--- config.mk ---
export PLATFORM = sky130hd
export DESIGN_NAME = uart_mat_xfer_fsm
export DESIGN_NICKNAME = d
export VERILOG_FILES = /design/src/rtl/uart_mat_xfer_pkg.sv /design/src/rtl/uart_mat_xfer_fsm_packer.sv /design/src/rtl/uart_mat_xfer_fsm.sv
export SDC_FILE = /design/constraint.sdc
export NUM_CORES = 1
export LEC_CHECK = 0
export ABC_AREA = 1
export BUFFER_PORTS_ARGS = -buffer_cell sky130_fd_sc_hd__buf_2
export CELL_PAD_IN_SITES_DETAIL_PLACEMENT = 1
export CELL_PAD_IN_SITES_GLOBAL_PLACEMENT = 1
export CORE_MARGIN = 8
export CORE_UTILIZATION = 39
export DETAILED_ROUTE_END_ITERATION = 16
export GPL_ROUTABILITY_DRIVEN = 0
export PLACE_DENSITY = 0.79
export SLEW_MARGIN = 20
export SYNTH_ARGS = -nofsm -noshare
export SYNTH_HDL_FRONTEND = slang
export SYNTH_SLANG_ARGS = --single-unit
--- constraint.sdc ---
create_clock -name clk -period 8.4 [get_ports clk]
set_input_delay 0.84 -clock clk [delete_from_list [all_inputs] [get_ports clk]]
set_output_delay 0.84 -clock clk [all_outputs]
set_load 0.005 [all_outputs]
--- src/rtl/uart_mat_xfer_pkg.sv ---
// Shared state encoding, host command bytes and bank addressing for uart_mat_xfer_fsm.
package uart_mat_xfer_pkg;

    typedef enum logic [3:0] {
        S_IDLE      = 4'd0,
        S_HDR_R     = 4'd1,
        S_HDR_C     = 4'd2,
        S_LOAD      = 4'd3,
        S_CHECK     = 4'd4,
        S_WAIT_CALC = 4'd5,
        S_RES_RD    = 4'd6,
        S_RES_TX    = 4'd7,
        S_ERR_TX    = 4'd8
    } state_e;

    localparam logic [7:0] CMD_LOAD_A = 8'hA0;
    localparam logic [7:0] CMD_LOAD_W = 8'hB0;
    localparam logic [7:0] CMD_READ_C = 8'hC0;
    localparam logic [7:0] ERR_BYTE   = 8'hEE;

    // r is the row index inside its bank (global row / NUM_BANKS).
    function automatic logic [31:0] bank_addr(input logic [31:0] r, input logic [31:0] c,
                                              input logic [31:0] cols);
        return r * cols + c;
    endfunction

endpackage

--- src/rtl/uart_mat_xfer_fsm_packer.sv ---
// byte_word_packer: gathers BYTES bytes LSB-first into one DATA_W word; word_vld marks the last byte.
module byte_word_packer #(
    parameter int DATA_W = 32
) (
    input  logic              clk,
    input  logic              rst,
    input  logic              clr,
    input  logic              in_vld,
    input  logic [7:0]        in_byte,
    output logic              word_vld,
    output logic [DATA_W-1:0] word
);
    localparam int BYTES = DATA_W / 8;
    localparam int IDX_W = (BYTES > 1) ? $clog2(BYTES) : 1;

    logic [IDX_W-1:0]  idx_q, idx_d;
    logic [DATA_W-1:0] data_q, data_d;
    logic [DATA_W-1:0] shifted;
    logic              last;

    generate
        if (BYTES == 1) begin : g_one
            assign shifted = in_byte;
        end else begin : g_multi
            assign shifted = {in_byte, data_q[DATA_W-1:8]};
        end
    endgenerate

    assign last     = (idx_q == IDX_W'(BYTES - 1));
    assign word_vld = in_vld && !clr && last;
    assign word     = shifted;

    always_comb begin
        idx_d  = idx_q;
        data_d = data_q;
        if (clr) begin
            idx_d = '0;
        end else if (in_vld) begin
            data_d = shifted;
            idx_d  = last ? '0 : idx_q + 1'b1;
        end
    end

    always_ff @(posedge clk) begin
        if (rst) begin
            idx_q  <= '0;
            data_q <= '0;
        end else begin
            idx_q  <= idx_d;
            data_q <= data_d;
        end
    end

endmodule

--- src/rtl/uart_mat_xfer_fsm.sv ---
// Host-side UART command FSM: loads A/W into banked RAMs, hands off to the core, streams C back.
// Optional UART_MAT_XFER_CHECKSUM_EN adds an XOR checksum byte to every load and result stream.
module uart_mat_xfer_fsm
    import uart_mat_xfer_pkg::*;
#(
    parameter int DATA_W    = 32,
    parameter int ADDR_W    = 8,
    parameter int NUM_BANKS = 2,
    parameter int MAX_DIM   = 16
) (
    input  logic                 clk,
    input  logic                 rst,
    input  logic                 uart_rx_done,
    input  logic [7:0]           uart_rx_data,
    output logic [7:0]           uart_tx_data,
    output logic                 uart_send_data,
    input  logic                 uart_tx_done,
    output logic [ADDR_W-1:0]    ram_wr_addr,
    output logic [DATA_W-1:0]    ram_wr_data,
    output logic [NUM_BANKS-1:0] ram_a_wren,
    output logic [NUM_BANKS-1:0] ram_w_wren,
    output logic                 data_load_done,
    input  logic                 calc_done,
    output logic [ADDR_W-1:0]    ram_c_addr,
    input  logic [DATA_W-1:0]    ram_c_data,
    output logic                 data_response_done,
    output logic                 fsm_working,
    output logic [6:0]           a_rows,
    output logic [6:0]           a_cols,
    output logic [6:0]           w_rows,
    output logic [6:0]           w_cols,
    output logic [3:0]           state_val
);
    localparam int BYTES   = DATA_W / 8;
    localparam int BI_W    = (BYTES > 1) ? $clog2(BYTES) : 1;
    localparam int CNT_W   = $clog2(MAX_DIM * MAX_DIM + 1);
    localparam int BANK_SH = $clog2(NUM_BANKS);

    state_e                state_q, state_d;
    logic                  tgt_w_q, tgt_w_d;
    logic [6:0]            a_rows_q, a_rows_d, a_cols_q, a_cols_d;
    logic [6:0]            w_rows_q, w_rows_d, w_cols_q, w_cols_d;
    logic                  a_loaded_q, a_loaded_d, w_loaded_q, w_loaded_d;
    logic                  calc_seen_q, calc_seen_d;
    logic [6:0]            r_q, r_d, c_q, c_d;
    logic [CNT_W-1:0]      word_cnt_q, word_cnt_d;
    logic [BI_W-1:0]       byte_idx_q, byte_idx_d;
    logic                  sent_q, sent_d;
    logic [DATA_W-1:0]     tx_word_q, tx_word_d;
    logic                  resp_done_q, resp_done_d;
    logic [ADDR_W-1:0]     wr_addr_q, wr_addr_d;
    logic [DATA_W-1:0]     wr_data_q, wr_data_d;
    logic [NUM_BANKS-1:0]  a_wren_q, a_wren_d, w_wren_q, w_wren_d;
`ifdef UART_MAT_XFER_CHECKSUM_EN
    logic [7:0]            rx_csum_q, rx_csum_d, tx_csum_q, tx_csum_d;
    logic                  ck_phase_q, ck_phase_d;
`endif

    logic [6:0]            rows_cur, cols_cur;
    logic [CNT_W-1:0]      n_words;
    logic [DATA_W-1:0]     cur_word;
    logic                  pk_clr, pk_vld, pk_word_vld;
    logic [DATA_W-1:0]     pk_word;

    byte_word_packer #(.DATA_W(DATA_W)) u_packer (
        .clk      (clk),
        .rst      (rst),
        .clr      (pk_clr),
        .in_vld   (pk_vld),
        .in_byte  (uart_rx_data),
        .word_vld (pk_word_vld),
        .word     (pk_word)
    );

    assign rows_cur = tgt_w_q ? w_rows_q : a_rows_q;
    assign cols_cur = tgt_w_q ? w_cols_q : a_cols_q;
    assign n_words  = CNT_W'(a_rows_q) * CNT_W'(w_cols_q);
    // Byte 0 of a word comes straight off the RAM; later bytes from the captured copy.
    assign cur_word = (byte_idx_q == '0) ? ram_c_data : tx_word_q;

    always_comb begin
        state_d = state_q;  tgt_w_d = tgt_w_q;
        a_rows_d = a_rows_q;  a_cols_d = a_cols_q;  w_rows_d = w_rows_q;  w_cols_d = w_cols_q;
        a_loaded_d = a_loaded_q;  w_loaded_d = w_loaded_q;  calc_seen_d = calc_seen_q;
        r_d = r_q;  c_d = c_q;  word_cnt_d = word_cnt_q;  byte_idx_d = byte_idx_q;
        sent_d = sent_q;  tx_word_d = tx_word_q;  resp_done_d = 1'b0;
        wr_addr_d = wr_addr_q;  wr_data_d = wr_data_q;  a_wren_d = '0;  w_wren_d = '0;
        uart_send_data = 1'b0;  uart_tx_data = 8'h00;  data_load_done = 1'b0;
        pk_clr = 1'b0;  pk_vld = 1'b0;
`ifdef UART_MAT_XFER_CHECKSUM_EN
        rx_csum_d = rx_csum_q;  tx_csum_d = tx_csum_q;  ck_phase_d = ck_phase_q;
`endif
        case (state_q)
            S_IDLE: if (uart_rx_done) begin
                if (uart_rx_data == CMD_LOAD_A) begin
                    tgt_w_d = 1'b0;  a_loaded_d = 1'b0;  state_d = S_HDR_R;
                end else if (uart_rx_data == CMD_LOAD_W) begin
                    tgt_w_d = 1'b1;  w_loaded_d = 1'b0;  state_d = S_HDR_R;
                end else if (uart_rx_data == CMD_READ_C) begin
                    word_cnt_d = '0;  byte_idx_d = '0;
                    state_d = calc_seen_q ? S_RES_RD : S_ERR_TX;
                end
            end
            S_HDR_R, S_HDR_C: if (uart_rx_done) begin
                if (uart_rx_data == 8'd0 || uart_rx_data > 8'(MAX_DIM)) begin
                    state_d = S_ERR_TX;
                end else if (state_q == S_HDR_R) begin
                    if (tgt_w_q) w_rows_d = 7'(uart_rx_data); else a_rows_d = 7'(uart_rx_data);
                    state_d = S_HDR_C;
                end else begin
                    if (tgt_w_q) w_cols_d = 7'(uart_rx_data); else a_cols_d = 7'(uart_rx_data);
                    r_d = '0;  c_d = '0;  pk_clr = 1'b1;  state_d = S_LOAD;
                end
            end
            S_LOAD: begin
`ifdef UART_MAT_XFER_CHECKSUM_EN
                if (ck_phase_q) begin
                    if (uart_rx_done) begin
                        if (uart_rx_data == rx_csum_q) begin
                            if (tgt_w_q) w_loaded_d = 1'b1; else a_loaded_d = 1'b1;
                            state_d = S_CHECK;
                        end else begin
                            state_d = S_ERR_TX;
                        end
                    end
                end else
`endif
                begin
                    pk_vld = uart_rx_done;
                    if (pk_word_vld) begin
                        wr_addr_d = ADDR_W'(bank_addr(32'(r_q >> BANK_SH), 32'(c_q), 32'(cols_cur)));
                        wr_data_d = pk_word;
                        if (tgt_w_q) w_wren_d = NUM_BANKS'(1) << (r_q % NUM_BANKS);
                        else         a_wren_d = NUM_BANKS'(1) << (r_q % NUM_BANKS);
                        c_d = (c_q == cols_cur - 7'd1) ? 7'd0 : c_q + 7'd1;
                        r_d = (c_q == cols_cur - 7'd1) ? r_q + 7'd1 : r_q;
                        if (r_q == rows_cur - 7'd1 && c_q == cols_cur - 7'd1) begin
`ifdef UART_MAT_XFER_CHECKSUM_EN
                            ck_phase_d = 1'b1;
`else
                            if (tgt_w_q) w_loaded_d = 1'b1; else a_loaded_d = 1'b1;
                            state_d = S_CHECK;
`endif
                        end
                    end
                end
            end
            S_CHECK: begin
                if (a_loaded_q && w_loaded_q) begin
                    if (a_cols_q != w_rows_q) begin
                        state_d = S_ERR_TX;
                    end else begin
                        data_load_done = 1'b1;  state_d = S_WAIT_CALC;
                    end
                end else begin
                    state_d = S_IDLE;
                end
            end
            S_WAIT_CALC: if (calc_done) begin
                calc_seen_d = 1'b1;  state_d = S_IDLE;
            end
            S_RES_RD: state_d = S_RES_TX;
            S_RES_TX: begin
`ifdef UART_MAT_XFER_CHECKSUM_EN
                if (ck_phase_q) begin
                    if (!sent_q) begin
                        uart_send_data = 1'b1;  uart_tx_data = tx_csum_q;  sent_d = 1'b1;
                    end
                    if (uart_tx_done && sent_q) begin
                        resp_done_d = 1'b1;  a_loaded_d = 1'b0;  w_loaded_d = 1'b0;
                        calc_seen_d = 1'b0;  state_d = S_IDLE;
                    end
                end else
`endif
                begin
                    if (!sent_q) begin
                        uart_send_data = 1'b1;
                        uart_tx_data   = 8'(cur_word >> {byte_idx_q, 3'b000});
                        sent_d         = 1'b1;
                        if (byte_idx_q == '0) tx_word_d = ram_c_data;
                    end
                    if (uart_tx_done && sent_q) begin
                        if (byte_idx_q == BI_W'(BYTES - 1)) begin
                            byte_idx_d = '0;
                            if (word_cnt_q == n_words - 1'b1) begin
`ifdef UART_MAT_XFER_CHECKSUM_EN
                                ck_phase_d = 1'b1;  sent_d = 1'b0;
`else
                                resp_done_d = 1'b1;  a_loaded_d = 1'b0;  w_loaded_d = 1'b0;
                                calc_seen_d = 1'b0;  state_d = S_IDLE;
`endif
                            end else begin
                                word_cnt_d = word_cnt_q + 1'b1;  state_d = S_RES_RD;
                            end
                        end else begin
                            byte_idx_d = byte_idx_q + 1'b1;  sent_d = 1'b0;
                        end
                    end
                end
            end
            S_ERR_TX: begin
                a_loaded_d = 1'b0;  w_loaded_d = 1'b0;
                if (!sent_q) begin
                    uart_send_data = 1'b1;  uart_tx_data = ERR_BYTE;  sent_d = 1'b1;
                end
                if (uart_tx_done && sent_q) state_d = S_IDLE;
            end
            default: state_d = S_IDLE;
        endcase
`ifdef UART_MAT_XFER_CHECKSUM_EN
        // Load checksum covers the command, both header bytes and all element bytes.
        if (uart_rx_done) begin
            if (state_q == S_IDLE)
                rx_csum_d = uart_rx_data;
            else if (state_q == S_HDR_R || state_q == S_HDR_C || (state_q == S_LOAD && !ck_phase_q))
                rx_csum_d = rx_csum_q ^ uart_rx_data;
        end
        if (state_q == S_IDLE) tx_csum_d = '0;
        else if (state_q == S_RES_TX && uart_send_data && !ck_phase_q) tx_csum_d = tx_csum_q ^ uart_tx_data;
`endif
        if (state_d != state_q) begin
            sent_d = 1'b0;
`ifdef UART_MAT_XFER_CHECKSUM_EN
            ck_phase_d = 1'b0;
`endif
        end
    end

    always_ff @(posedge clk) begin
        if (rst) begin
            state_q <= S_IDLE;  tgt_w_q <= 1'b0;
            a_rows_q <= '0;  a_cols_q <= '0;  w_rows_q <= '0;  w_cols_q <= '0;
            a_loaded_q <= 1'b0;  w_loaded_q <= 1'b0;  calc_seen_q <= 1'b0;
            r_q <= '0;  c_q <= '0;  word_cnt_q <= '0;  byte_idx_q <= '0;
            sent_q <= 1'b0;  tx_word_q <= '0;  resp_done_q <= 1'b0;
            wr_addr_q <= '0;  wr_data_q <= '0;  a_wren_q <= '0;  w_wren_q <= '0;
`ifdef UART_MAT_XFER_CHECKSUM_EN
            rx_csum_q <= '0;  tx_csum_q <= '0;  ck_phase_q <= 1'b0;
`endif
        end else begin
            state_q <= state_d;  tgt_w_q <= tgt_w_d;
            a_rows_q <= a_rows_d;  a_cols_q <= a_cols_d;  w_rows_q <= w_rows_d;  w_cols_q <= w_cols_d;
            a_loaded_q <= a_loaded_d;  w_loaded_q <= w_loaded_d;  calc_seen_q <= calc_seen_d;
            r_q <= r_d;  c_q <= c_d;  word_cnt_q <= word_cnt_d;  byte_idx_q <= byte_idx_d;
            sent_q <= sent_d;  tx_word_q <= tx_word_d;  resp_done_q <= resp_done_d;
            wr_addr_q <= wr_addr_d;  wr_data_q <= wr_data_d;  a_wren_q <= a_wren_d;  w_wren_q <= w_wren_d;
`ifdef UART_MAT_XFER_CHECKSUM_EN
            rx_csum_q <= rx_csum_d;  tx_csum_q <= tx_csum_d;  ck_phase_q <= ck_phase_d;
`endif
        end
    end

    assign ram_wr_addr        = wr_addr_q;
    assign ram_wr_data        = wr_data_q;
    assign ram_a_wren         = a_wren_q;
    assign ram_w_wren         = w_wren_q;
    assign ram_c_addr         = ADDR_W'(word_cnt_q);
    assign data_response_done = resp_done_q;
    assign fsm_working        = (state_q != S_IDLE);
    assign a_rows             = a_rows_q;
    assign a_cols             = a_cols_q;
    assign w_rows             = w_rows_q;
    assign w_cols             = w_cols_q;
    assign state_val          = state_q;

endmodule
==> Yosys cells after proc, flatten, opt, wreduce, memory -nomap -nowiden <==
Index checks and enable logic that the tools add are counted.
{ "word_totals": {"register_bits": 173, "inputBits": 45, "out_inout_bits": 96, "word_cells": 205} }
{ "op_classes": {"add_sub_neg": 9, "multipliers": 2, "order_cmp": 1, "n_eq_ne": 37, "shift": 2, "muxes": 83, "bitwise_logic": 10, "reduce_logical": 39} }
{ "ops": {"columns": ["operator", "count"], "rows": [
  ["$mux W7", 9],
  ["$mux W9", 7],
  ["$mux W4", 15],
  ["$ne A2 B2 Y1 const B", 19],
  ["$mux W32", 1],
  ["$pmux W4 S8", 1],
  ["$shr A32 B5 Y8", 1],
  ["$mux W1", 31],
  ["$reduce_and A5 Y1", 6],
  ["$pmux W7 S2", 2],
  ["$eq A8 B8 Y1 const B", 3],
  ["$pmux W9 S2", 1],
  ["$eq A4 B3 Y1 const B", 4],
  ["$mux W8", 2],
  ["$pmux W8 S2", 1],
  ["$add A7 B1 Y7 const B", 2],
  ["$eq A7 B7 Y1", 2],
  ["$mux W2", 7],
  ["$sub A7 B1 Y7 const B", 2],
  ["$reduce_and A6 Y1", 2],
  ["$reduce_or A4 Y1", 3],
  ["$not A1 Y1", 10],
  ["$reduce_and A10 Y1", 1],
  ["$reduce_bool A2 Y1", 5],
  ["31 further kinds", 46]
]} }

==> Logic depth before layout (Yosys ltp) <==
{ "depth": {"depth_word": 12, "ltp_mapped": 26, "depth_no_buf": 25} }

==> Cells and area by module <==
A second synthesis with hierarchy kept.
{ "hier_totals": {"cells_unflattened": 1588, "hier_area_um2": 10906.7} }
{ "modules_own_cells": {"columns": ["mod", "n_inst", "cells_per_inst", "area_per_inst_um2", "seq_area_each_um2"], "rows": [
  ["uart_mat_xfer_fsm", 1, 1410, 9710.6, 2782.7],
  ["byte_word_packer", 1, 178, 1196.1, 520.5]
]} }

==> Least setup slack after synthesis <==
No wires, ideal clock.
{ "synth_path": {"path_kind": "register to register", "startpoint": "register a_rows_q[1] (netlist: a_rows[1])", "endpoint": "register word_cnt_q[6]", "arrival_time_ns": 4.259, "required_time_ns": 8.281, "slack_ns": 4.022, "stages_incl_launch_ff": 24, "path_buffers": 2, "synth_period_minus_slack_ns": 4.378, "path_cell_list": "dfxtp_1 > clkbuf_1 > nand2_1 > fa_1 > fa_1 > inv_1 > fa_1 > inv_1 > fa_1 > inv_1 > ha_1 > nand2_1 > inv_1 > nand2_1 > nand3_1 > nand2_1 > nand2_1 > nor3_1 > nand3_1 > nand2_1 > buf_2 > nor2_1 > o21bai_1 > nor2_1"} }
{ "synth_between": {"elab_chain_len": 5} }
{ "synth_lines": {"columns": ["item", "line_no", "source"], "rows": [
  ["start, declared", "uart_mat_xfer_fsm.sv:41", "logic [6:0] a_rows_q, a_rows_d, a_cols_q, a_cols_d;"],
  ["start signal, assigned", "uart_mat_xfer_fsm.sv:242", "a_rows_q <= a_rows_d; a_cols_q <= a_cols_d; w_rows_q <= w_rows_d; w_cols_q <= w_cols_d;"],
  ["$mul A7 B7 Y9", "uart_mat_xfer_fsm.sv:77", "assign n_words = CNT_W'(a_rows_q) * CNT_W'(w_cols_q);"],
  ["$sub A9 B1 Y9", "uart_mat_xfer_fsm.sv:185", "if (word_cnt_q == n_words - 1'b1) begin"],
  ["$eq A9 B9 Y1", "uart_mat_xfer_fsm.sv:185", null],
  ["$ne A2 B2 Y1 (no source line)", null, null],
  ["$reduce_and A8 Y1 (no source line)", null, null],
  ["end signal, assigned", "uart_mat_xfer_fsm.sv:234", "r_q <= '0; c_q <= '0; word_cnt_q <= '0; byte_idx_q <= '0;"],
  ["end signal, assigned", "uart_mat_xfer_fsm.sv:244", "r_q <= r_d; c_q <= c_d; word_cnt_q <= word_cnt_d; byte_idx_q <= byte_idx_d;"],
  ["end, declared", "uart_mat_xfer_fsm.sv:46", "logic [CNT_W-1:0] word_cnt_q, word_cnt_d;"]
]} }
Every way passes these cells.
A chain may end at the register's enable or synchronous reset.

==> Final worst setup path <==
{ "layout_path": {"startpoint": "register a_rows_q[0] (netlist: a_rows[0])", "endpoint": "register word_cnt_q[2]"} }
Same word-level chain as after synthesis.

==> impl_table.tex <==
\begin{tabular}{lr}
\hline
Metric & Value \\
\hline
\multicolumn{2}{l}{\textbf{Outcome}} \\
Run status & finished, final reports clean \\
\multicolumn{2}{l}{\textbf{Drt}} \\
Final routed wire length divided by cell count & 17.1 um \\
Wl on met1 & roughly 15 mm \\
Met2 wire length & 15.5 mm \\
Pre-antenna DRT Iters & 5 \\
DRC violation count after routing & 0 \\
DR WL met3 & approximately 1.5 mm \\
Vias & 10.2k \\
Via count normalized by instance count & 5.24 \\
Final wirelength & $\sim$33 mm \\
Number of design-rule violations left by the first detailed-router iteration & 638 \\
Final antenna-violating net count & 0 \\
Highest metal layer with signal wires & met5 \\
\multicolumn{2}{l}{\textbf{Timing}} \\
Final Max Tran Viols & 0 \\
Fmax & 203 MHz \\
Time the worst path needs with I/O delays and setup & 4.92 ns \\
Final hold violation count & 0 \\
Transition at the pin with the smallest max-transition slack & 1.03 ns \\
Slew HR & 0.311 \\
Post-route setup slack & 3.48 ns \\
Period utilization & 0.585 \\
Total Neg Setup Slack & 0 ns \\
Setup clock skew after layout & 0.0179 ns \\
Number of setup violations in the final report & 0 \\
Unrepaired setup endpoints after global routing & no \\
\multicolumn{2}{l}{\textbf{Layout}} \\
Synth-to-Final Area Change & 13.5\% \\
Sequential cell area & 3300 sq um \\
Fraction of final layout cells sized beyond drive strength 1 & 0.147 \\
Number of nets in the layout & 1708 \\
Number of filler instances in the final layout & 3467 \\
Multi-input combinational cell area & 6100 sq um \\
\multicolumn{2}{l}{\textbf{Setup path}} \\
Worst Reg-to-Reg Cells & 21 \\
Element type at the critical path start & register \\
Type of the worst setup path & register to register \\
Reg-to-reg setup timing slack & 3.48 ns \\
Worst Setup End Kind & register \\
Largest stage delay on the critical path & $\sim$0.65 ns \\
Crit path required time & 8.68 ns \\
Cell occurring most often along the worst timing path & sky130\_fd\_sc\_hd\_\_nand2\_1 \\
Beginning of the worst register-to-register path & a\_rows[0] \\
Destination of the worst register-to-register timing path & word\_cnt\_q[2] \\
Crit-path leading delay family & adder cells \\
Cell at the slowest stage of the critical path & sky130\_fd\_sc\_hd\_\_dfxtp\_1 \\
Sequence of cells on the critical path & nand2\_1 -> fa\_1 -> inv\_1 -> fa\_1 -> inv\_1 -> fa\_1 -> fa\_1 -> inv\_1 -> ha\_1 -> a21oi\_1 -> nand2\_1 -> nand2\_1 -> nand2\_1 -> nand2\_1 -> nand3\_1 -> nor3\_1 -> nand3\_1 -> nand2\_1 -> inv\_2 -> nand2\_1 -> a21oi\_1 \\
Beginning of the critical path & a\_rows[0] \\
WP buf/inv & 4 \\
CP Max Fanout & 11 \\
Data arrival time of the critical path & 5.20 ns \\
\multicolumn{2}{l}{\textbf{Synthesis}} \\
Mean post-synth cell area & 7.05 sq um \\
Cell type with the highest aggregate area in the netlist & sky130\_fd\_sc\_hd\_\_dfxtp\_1 \\
Multiplexer share of the synthesized area & 0.0273 \\
Fraction of the mapped netlist area in simple logic gates & 0.257 \\
Top cells by instance count after synthesis & sky130\_fd\_sc\_hd\_\_nand2\_1, sky130\_fd\_sc\_hd\_\_inv\_1, sky130\_fd\_sc\_hd\_\_dfxtp\_1, sky130\_fd\_sc\_hd\_\_a21oi\_1, sky130\_fd\_sc\_hd\_\_o21ai\_0 \\
Leading register cell type out of synthesis & sky130\_fd\_sc\_hd\_\_dfxtp\_1 \\
Number of warning messages in the yosys log & 0 \\
Area share of the largest cell type after synthesis & 0.311 \\
Post-synth net total & between 1.5k and 2k \\
Sequential element share of the synthesized area & 0.311 \\
Combinational family with the most area after synthesis & simple AND/OR/NAND/NOR gates \\
Number of flops mapped to enable cells by yosys & 0 \\
Most instantiated library cell after synthesis & sky130\_fd\_sc\_hd\_\_nand2\_1 \\
Top post-synthesis cells by area & sky130\_fd\_sc\_hd\_\_dfxtp\_1, sky130\_fd\_sc\_hd\_\_nand2\_1, sky130\_fd\_sc\_hd\_\_inv\_1, sky130\_fd\_sc\_hd\_\_fa\_1, sky130\_fd\_sc\_hd\_\_a21oi\_1 \\
Adder-cell share of the synthesized area & 0.118 \\
Number of standard cells after synthesis & 1505 \\
Post-synthesis sequential element count & 165 \\
Share of flip-flops with an asynchronous set or reset after synthesis & 0 \\
Compound-Gate Fraction of Synth Area & 0.138 \\
Parity-gate share of the synthesized area counting xor and xnor cells & 0.0330 \\
Distinct cell type count of the synthesized netlist & 47 \\
Area of the mapped netlist & $\sim$11000 sq um \\
\multicolumn{2}{l}{\textbf{Clock tree}} \\
Number of buffers added to fix hold violations after cts & 0 \\
Cts bufs inserted & 17 \\
Clock transition at the register clock pins on the worst setup and hold paths after CTS & 0.08 ns \\
Number of buffers between clock root and the deepest sink & 2 \\
Number of buffers inserted by post-CTS setup repair & 0 \\
Root Buffer Master & sky130\_fd\_sc\_hd\_\_clkbuf\_16 \\
TritonCTS sink count & 165 \\
H-tree lvl count & 4 \\
Post-cts resize count & 0 \\
Clock tree from TritonCTS & yes \\
Latest clock arrival within the worst-skew pair & between 0.4 and 0.5 ns \\
\multicolumn{2}{l}{\textbf{Global routing}} \\
Largest net degree at the start of global routing & 102 \\
Vias in the first global route & 10.6k \\
Grt total ovfl & 0 \\
Wire length of the first global-routing pass & 55.1 mm \\
Total global-route track usage & 0.203 \\
Antenna violations before repair & 1 \\
\multicolumn{2}{l}{\textbf{Hold path}} \\
Cell depth of the worst hold path & 2 \\
Launch point of the worst hold path & tx\_word\_q[21] \\
Tightest Hold Check Type & register to register \\
Worst-case hold path end point & tx\_word\_q[21] \\
\multicolumn{2}{l}{\textbf{Floorplan}} \\
Number of placed I/O pins & 141 \\
Total Die Area & 32800 sq um \\
Chip height & about 180 um \\
Core region area & about 27000 sq um \\
Standard-cell rows & 60 \\
Starting Density & 0.395 \\
Die outline width & about 180 um \\
\multicolumn{2}{l}{\textbf{Power and ir drop}} \\
Worst voltage drop across the vdd grid & 0.120 mV \\
Pleak & 5.82 nW \\
PD cells & between 100 and 150 nW/um\^{}2 \\
\multicolumn{2}{l}{\textbf{Placement}} \\
Quantity of I/O buffers inserted on ports & 140 \\
Pre-CTS WS & 3.45 ns \\
HPWL after detailed placement & 25.0 mm \\
\multicolumn{2}{l}{\textbf{Job}} \\
Max-capacitance violation count & 0 \\
\hline
\end{tabular}
[worst reg2reg max path: stages (launching register included)]
cell and delay, ns:
sky130_fd_sc_hd__dfxtp_1 0.65, sky130_fd_sc_hd__nand2_1 0.16, sky130_fd_sc_hd__fa_1 0.43, sky130_fd_sc_hd__inv_1 0.09
sky130_fd_sc_hd__fa_1 0.38, sky130_fd_sc_hd__inv_1 0.07, sky130_fd_sc_hd__fa_1 0.43, sky130_fd_sc_hd__fa_1 0.55
sky130_fd_sc_hd__inv_1 0.04, sky130_fd_sc_hd__ha_1 0.37, sky130_fd_sc_hd__a21oi_1 0.19, sky130_fd_sc_hd__nand2_1 0.07
sky130_fd_sc_hd__nand2_1 0.09, sky130_fd_sc_hd__nand2_1 0.06, sky130_fd_sc_hd__nand2_1 0.05, sky130_fd_sc_hd__nand3_1 0.07
sky130_fd_sc_hd__nor3_1 0.28, sky130_fd_sc_hd__nand3_1 0.15, sky130_fd_sc_hd__nand2_1 0.32, sky130_fd_sc_hd__inv_2 0.13
sky130_fd_sc_hd__nand2_1 0.10, sky130_fd_sc_hd__a21oi_1 0.07
[logic make-up (layout without fill, tap and decap cells)]
kind of cell | after synthesis | in the layout
AO/OA/AOI/OAI | 275 | 275
XOR/XNOR | 40 | 40
adder cells (fa/ha/maj) | 77 | 77
buffers and inverters | 305 | 399
flip-flops | 165 | 165
multiplexers | 29 | 29
other | 0 | 1
AND/OR/NAND/NOR | 614 | 614
[layer usage]
layer  GRT usage  vias up
met5           0        -
met4      0.0653        2
met3      0.0379       49
met2       0.339      209
met1       0.262     4928
li1            -     4981
[sequential cells by signal, indices dropped and copies added (netlist names), 7 cells and up]
| register | flops |
|---|---|
| u_packer.data_q | 24 |
| r_q | 7 |
| c_q | 7 |
| a_cols | 7 |
| w_rows | 7 |
| a_rows | 7 |
| word_cnt_q | 9 |
| ram_wr_data | 32 |
| tx_word_q | 32 |
| w_cols | 7 |
| ram_wr_addr | 8 |
[power breakdown]
part,leakage (nW),switching [mW],internal [mW],total (mW)
combinational,4.18,0.0429,0.0204,0.0633
clock,0.312,0.404,0.440,0.844
sequential,1.33,0.000729,0.782,0.782
total,5.82,0.448,1.24,1.69
[worst max path at each step]
stage	cells past startpoint	to
2_1_floorplan	23	word_cnt_q[6]
3_3_place_gp	21	word_cnt_q[1]
3_5_place_dp	21	word_cnt_q[2]
4_1_cts	21	word_cnt_q[2]
5_1_grt	21	word_cnt_q[3]
6_report	21	word_cnt_q[2]
[cell usage in the layout, fill, tap and decap left out, types with 6 or more instances in the layout]
| master | netlist | layout |
|---|---|---|
| sky130_fd_sc_hd__nand4_1 | 16 | 16 |
| sky130_fd_sc_hd__o21ai_1 | 7 | 7 |
| sky130_fd_sc_hd__fa_1 | 38 | 38 |
| sky130_fd_sc_hd__xnor2_1 | 18 | 18 |
| sky130_fd_sc_hd__inv_1 | 213 | 212 |
| sky130_fd_sc_hd__clkbuf_16 | 0 | 17 |
| sky130_fd_sc_hd__nand3_1 | 110 | 110 |
| sky130_fd_sc_hd__mux2i_1 | 29 | 29 |
| sky130_fd_sc_hd__dfxtp_1 | 165 | 165 |
| sky130_fd_sc_hd__inv_2 | 8 | 9 |
| sky130_fd_sc_hd__or2_2 | 15 | 15 |
| sky130_fd_sc_hd__buf_2 | 13 | 140 |
| sky130_fd_sc_hd__nand2_1 | 324 | 323 |
| sky130_fd_sc_hd__xor2_1 | 22 | 22 |
| sky130_fd_sc_hd__o21ai_0 | 114 | 114 |
| sky130_fd_sc_hd__nand2_2 | 6 | 7 |
| sky130_fd_sc_hd__nor2_2 | 5 | 6 |
| sky130_fd_sc_hd__a21oi_1 | 124 | 124 |
| sky130_fd_sc_hd__o211ai_1 | 11 | 11 |
| sky130_fd_sc_hd__clkinv_8 | 0 | 7 |
| sky130_fd_sc_hd__ha_1 | 39 | 38 |
| sky130_fd_sc_hd__nor3_1 | 20 | 18 |
| sky130_fd_sc_hd__nor2_1 | 91 | 90 |
| sky130_fd_sc_hd__nand3b_1 | 6 | 6 |
[cell type report]
class                           instances  share of cell area
Clock buffer                           17              0.0353
Timing Repair Buffer                  144              0.0606
Clock inverter                         15              0.0185
Sequential cell                       165               0.274
Inverter                              223              0.0697
Multi-Input combinational cell       1035               0.506
Antenna cell                            1            0.000208
Tap cell                              341              0.0354
[through the flow]
| stage | power, mW | cell area (sq um) | instances | hold slack [ns] | utilization |
|---|---|---|---|---|---|
| after global routing | 1.75 | 12100 | 1940 | 0.473 | 0.448 |
| after global placement | 0.863 | 11400 | 1908 | 0.434 | 0.424 |
| after detailed placement | 0.864 | 11400 | 1908 | 0.443 | 0.424 |
| after CTS | 1.71 | 12000 | 1940 | 0.454 | 0.448 |
| final | 1.69 | 12100 | 1941 | 0.451 | 0.448 |
| after floorplan | 0.837 | 10600 | 1505 | 0.424 | - |
Power figures use the tool's default switching activity.
